--- config.mk ---
export PLATFORM = sky130hd
export DESIGN_NAME = loader_fsm
export DESIGN_NICKNAME = d
export VERILOG_FILES = /design/src/rtl/loader_fsm.sv
export SDC_FILE = /design/constraint.sdc
export NUM_CORES = 1
export LEC_CHECK = 0
export ABC_AREA = 1
export BUFFER_PORTS_ARGS = -buffer_cell sky130_fd_sc_hd__buf_2
export CAP_MARGIN = 40
export CORE_ASPECT_RATIO = 0.8
export CORE_MARGIN = 3
export CORE_UTILIZATION = 24
export DETAILED_ROUTE_END_ITERATION = 8
export PLACE_DENSITY_LB_ADDON = 0.1
export RECOVER_POWER = 50
export SETUP_SLACK_MARGIN = 0.5
export SLEW_MARGIN = 0
export SYNTH_ARGS = -nofsm -noshare
export SYNTH_HDL_FRONTEND = slang
export SYNTH_SLANG_ARGS = --single-unit
--- constraint.sdc ---
create_clock -name clk -period 2.4 [get_ports clk]
set_clock_uncertainty 0.1 [all_clocks]
set_input_delay 0.36 -clock clk [delete_from_list [all_inputs] [get_ports clk]]
set_output_delay 0.36 -clock clk [all_outputs]
set_load 0.01 [all_outputs]
--- src/rtl/loader_fsm.sv ---
// Byte-stream program loader: packs byte pairs into 16-bit words and writes them
// to RAM from address 0, stalling the CPU and muxing its memory port while loading.
module loader_fsm #(
  parameter int SIZE  = 13,
  parameter int DEPTH = 8192
) (
  input  logic            clk,
  input  logic            rst,
  input  logic            i_start,
  input  logic [SIZE:0]   i_len,
  input  logic [7:0]      i_byte,
  input  logic            i_byte_valid,
  output logic            o_byte_ready,
  input  logic            i_cpu_we,
  input  logic [SIZE-1:0] i_cpu_addr,
  input  logic [15:0]     i_cpu_data,
  output logic            o_ram_we,
  output logic [SIZE-1:0] o_ram_addr,
  output logic [15:0]     o_ram_data,
  output logic            o_busy,
  output logic            o_cpu_hold,
  output logic            o_done
);

  typedef enum logic [2:0] {S_IDLE, S_LO, S_HI, S_WRITE, S_DONE} state_t;

  localparam logic [SIZE:0] LP_DEPTH = (SIZE+1)'(DEPTH);
  localparam logic [SIZE:0] LP_ONE   = (SIZE+1)'(1);

  state_t            r_state, w_next;
  logic [SIZE-1:0]   r_ptr;
  logic [SIZE:0]     r_len;
  logic [7:0]        r_lo, r_hi;

  logic              w_xfer, w_last;
  logic [SIZE:0]     w_len_sat;

  assign w_xfer    = i_byte_valid & o_byte_ready;
  assign w_len_sat = (i_len > LP_DEPTH) ? LP_DEPTH : i_len;
  // r_len >= 1 whenever a word is being written, so len-1 cannot underflow here
  assign w_last    = ({1'b0, r_ptr} == (r_len - LP_ONE));

  always_ff @(posedge clk or negedge rst) begin
    if (!rst) r_state <= S_IDLE;
    else      r_state <= w_next;
  end

  always_comb begin
    w_next = r_state;
    case (r_state)
      S_IDLE:  if (i_start) w_next = (i_len == '0) ? S_DONE : S_LO;
      S_LO:    if (w_xfer) w_next = S_HI;
      S_HI:    if (w_xfer) w_next = S_WRITE;
      S_WRITE: w_next = w_last ? S_DONE : S_LO;
      S_DONE:  w_next = S_IDLE;
      default: w_next = S_IDLE;
    endcase
  end

  always_ff @(posedge clk or negedge rst) begin
    if (!rst) begin
      r_ptr <= '0;
      r_len <= '0;
      r_lo  <= '0;
      r_hi  <= '0;
    end else begin
      if (r_state == S_IDLE && i_start && i_len != '0) begin
        r_len <= w_len_sat;
        r_ptr <= '0;
      end
      if (r_state == S_LO && w_xfer) r_lo <= i_byte;
      if (r_state == S_HI && w_xfer) r_hi <= i_byte;
      // pointer stops at len-1, so it never wraps even for a full-depth load
      if (r_state == S_WRITE && !w_last) r_ptr <= r_ptr + 1'b1;
    end
  end

  always_comb begin
    o_ram_we     = 1'b0;
    o_ram_addr   = r_ptr;
    o_ram_data   = {r_hi, r_lo};
    o_busy       = 1'b0;
    o_cpu_hold   = 1'b0;
    o_byte_ready = 1'b0;
    o_done       = 1'b0;
    case (r_state)
      S_IDLE: begin
        o_ram_we   = i_cpu_we;
        o_ram_addr = i_cpu_addr;
        o_ram_data = i_cpu_data;
      end
      S_LO, S_HI: begin
        o_busy       = 1'b1;
        o_cpu_hold   = 1'b1;
        o_byte_ready = 1'b1;
      end
      S_WRITE: begin
        o_busy     = 1'b1;
        o_cpu_hold = 1'b1;
        o_ram_we   = 1'b1;
      end
      S_DONE: begin
        o_done     = 1'b1;
        o_cpu_hold = 1'b1;
      end
      default: ;
    endcase
  end

endmodule

==> results.json <==
{
  "status": "complete, no violations",
  "cts_made_buffers": 5,
  "pwr_density_cell_nw_per_um2": 1221,
  "slew_headroom_pct": 11.01,
  "grt_pass1_vias": 3127,
  "die_y_um": 108.6,
  "vdd_drop_max_uv": 430.1,
  "layout_min_cycle_time_ps": 2132,
  "area_growth_syn_to_layout_pct": 41.66,
  "synth_top_family_by_area": "simple AND/OR/NAND/NOR gates",
  "cts_tree": "done",
  "pin_count": 90,
  "drive_above_1_share_pct": 34.15,
  "switching_share_pct": 45.43,
  "crit_path_end_kind": "primary output",
  "antenna_found_initial": 0,
  "synth-simple-area-share_pct": 40.48,
  "comb_power_share_pct": 60.9,
  "syn_area_per_cell_um2": 6.898,
  "cts_max_level": 2,
  "rsz0062_at_grt": "yes",
  "crit_family": "buffers and inverters",
  "finalHoldViolations": 0,
  "syn_inst": 458,
  "fp.dieW_um": 134.3,
  "synth.mux.area_fraction_pct": 0,
  "place_ws_ps": 293.8,
  "worst-setup-path-type": "register to primary output",
  "synth_nets": 516,
  "rows": 36,
  "tightest_slew_ps": 1335,
  "cp.arrival_ps": 1670,
  "grt_max_degree": 30,
  "path_buf_inv": 6,
  "dr_total_vias": 3164,
  "wirelength_mm": 9.799,
  "grt_pass1_wl_mm": 15.92,
  "hold_path.class": "input port to register",
  "timing.final.ws_setup_ps": 267.6,
  "clkPwrFrac_pct": 14.8,
  "startpoint_type": "register",
  "dr.pass1.iters": 4,
  "pwr-share-seq_pct": 24.3,
  "fin_tns_setup_ps": 0,
  "netSwitchingPower_w": 0.002483,
  "drv_cap": 0,
  "cp_max_fo": 8,
  "syn_area_um2": 3159,
  "antenna_cells": 0,
  "reg2reg_slack_ps": 370,
  "cts_root_buf": "clkbuf_16",
  "first_iter_violations": 127,
  "overflow": 0,
  "port_buffers": 89,
  "seq_area_frac_synth_pct": 36.44,
  "start_util_pct": 25.23,
  "fin_nets": 628,
  "leakagePower_nw": 2.289,
  "max_stage_delay_ps": 390,
  "ys_seq_elements": 46,
  "synth_compound_area_share_pct": 7.802,
  "dp_hpwl_mm": 7.193,
  "clock.fmax_mhz": 469.0,
  "track_usage_pct": 13.70,
  "cts_sinks": 46,
  "internal_power_w": 0.002982,
  "yosys_warnings": 0,
  "gp_congestion": 0.7605,
  "dieArea_um2": 14590,
  "clkTransAtPathRegs_ps": 60,
  "slowest_stage": "dfrtp_1",
  "slew_viol_final": 0,
  "clockBufferDepth": 2,
  "cp_cell_sequence": "nor2_2 -> inv_2 -> nor2_4 -> buf_12 -> buf_12 -> buf_12 -> buf_8 -> o21ai_0 -> buf_2",
  "core_area_um2": 12520,
  "required_ps": 1940,
  "vias_per_cell": 4.264,
  "ys_types": 33,
  "insertion_delay_ps": 300,
  "remaining_drc_errors": 0,
  "cp_common_cell": "buf_12",
  "post_drt_wl_per_cell_um": 13.21,
  "finalCritPeriodShare_pct": 88.85,
  "drtAntennaViolNets": 0,
  "synthXorXnorAreaFrac_pct": 5.545,
  "synthAdderAreaFrac_pct": 0.7921,
  "finalSetupViolCount": 0
}
==> layout make-up <==
class | instances | area, µm²
clock buffer | 5 | 125.1
multi-input combinational | 347 | 1892
fill | 1378 | 8046
timing repair inverter | 2 | 15.01
timing repair buffer | 121 | 848.3
inverter | 47 | 180.2
tap | 171 | 214.0
sequential | 46 | 1156
clock inverter | 3 | 45.04
==> through the flow <==
stage	power (W)	hold WS, ps	instances	utilization [%]	cell area [µm²]
4_1_cts	0.005142	225.2	733	33.96	4253
2_1_floorplan	0.003092	-35.59	458	-	3164
3_3_place_gp	0.003888	282.6	705	30.31	3795
5_1_grt	0.006011	236.7	742	35.74	4476
3_5_place_dp	0.003894	292.2	705	30.31	3795
6_report	0.005465	224.0	742	35.74	4476
==> state kept, by name, indices dropped and copies added (netlist names) <==
| register | flops |
|---|---|
| r_len | 14 |
| r_state | 3 |
| r_lo | 8 |
| r_hi | 8 |
| r_ptr | 13 |
==> cells by family (layout without fill, tap and decap cells) <==
family | after synthesis | count (layout)
AOI/OAI and AO/OA | 47 | 47
DFF | 46 | 46
buffers and inverters | 66 | 178
and+or+nand+nor | 277 | 278
xor gates and xnor gates | 20 | 20
adders and majority gates | 2 | 2
==> power by group through the flow <==
| stage | Clock (W) | Combinational, W | Sequential, W |
|---|---|---|---|
| finish | 0.000809 | 0.00333 | 0.00133 |
| CTS | 0.000830 | 0.00300 | 0.00131 |
| global route | 0.000869 | 0.00377 | 0.00137 |
| floorplan | 0 | 0.00186 | 0.00123 |
| global placement | 0 | 0.00257 | 0.00132 |
| detailed placement | 0 | 0.00258 | 0.00132 |
==> cell usage in the layout, fill, tap and decap left out, types with 2 or more instances in the layout <==
| cell type | count |
|---|---|
| buf_12 | 8 |
| buf_2 | 85 |
| buf_4 | 13 |
| buf_6 | 7 |
| buf_8 | 2 |
| clkbuf_1 | 3 |
| clkbuf_16 | 5 |
| clkinvlp_4 | 5 |
| dfrtp_1 | 42 |
| dfrtp_2 | 4 |
| inv_1 | 42 |
| inv_2 | 4 |
| nand2_1 | 171 |
| nand2_2 | 10 |
| nand2_4 | 2 |
| nand2_8 | 2 |
| nand3_1 | 17 |
| nand3_2 | 16 |
| nand3_4 | 2 |
| nand3b_1 | 5 |
| nand4_1 | 7 |
| nor2_1 | 20 |
| nor2_2 | 8 |
| nor2_4 | 8 |
| nor3_1 | 3 |
| o21ai_0 | 36 |
| o21ai_1 | 2 |
| o21ai_2 | 4 |
| or2_4 | 2 |
| xnor2_1 | 8 |
| xor2_1 | 12 |
==> worst paths after layout <==
kind / cells after the start / end / start
worst max-delay path: 9 / o_ram_addr[1] / r_state[0]
worst min-delay path: 3 / r_len[2] / i_len[2]
worst max register to register: 15 / r_ptr[12] / r_len[0]
worst min register to register: 2 / r_hi[6] / r_hi[6]
max in group asynchronous: 2 / r_len[3] / rst
min in group asynchronous: 2 / r_len[6] / rst
==> Yosys cell counts, drive strengths merged <==
cell type,number,share of area (%)
nor2,36,5.6
xnor2,8,2.2
nand3b,5,1.2
dfrtp,46,36
a21oi,2,0.32
nor4,1,0.40
a22oi,1,0.24
buf,7,1.8
o211ai,1,0.24
o21ai,42,6.8
or2,5,0.99
xor2,12,3.3
ha,2,0.79
o21a,1,0.24
nand3,35,7.7
nand4,7,1.4
clkbuf,12,1.5
nand2,184,22
inv,47,5.6
nor3,4,0.79
==> repair_timing <==
action	in CTS	in global routing
resized for setup	24	45
pin swaps	12	23
endpoints found under the setup margin	46	55
buffers inserted	15	9
hold endpoints to repair	21	0
hold buffers	1	0
gates cloned	4	0
==> worst reg2reg max path: cells and delay by family, from the launching register on <==
kind            cells  cell delay [ps]
fa+ha+maj           1              270
flops               1              360
buf+inv             4              350
compound gates      1               80
simple gates        9              770
==> metal layers <==
layer | track usage [%] | up-vias | wire length [µm]
met4 | 3.343 | 0 | 92
li1 | - | 1661 | -
met2 | 20.37 | 62 | 4071
met1 | 20.44 | 1433 | 5156
met5 | 0 | - | 0
met3 | 2.629 | 8 | 478
Power figures use the tool's default switching activity.
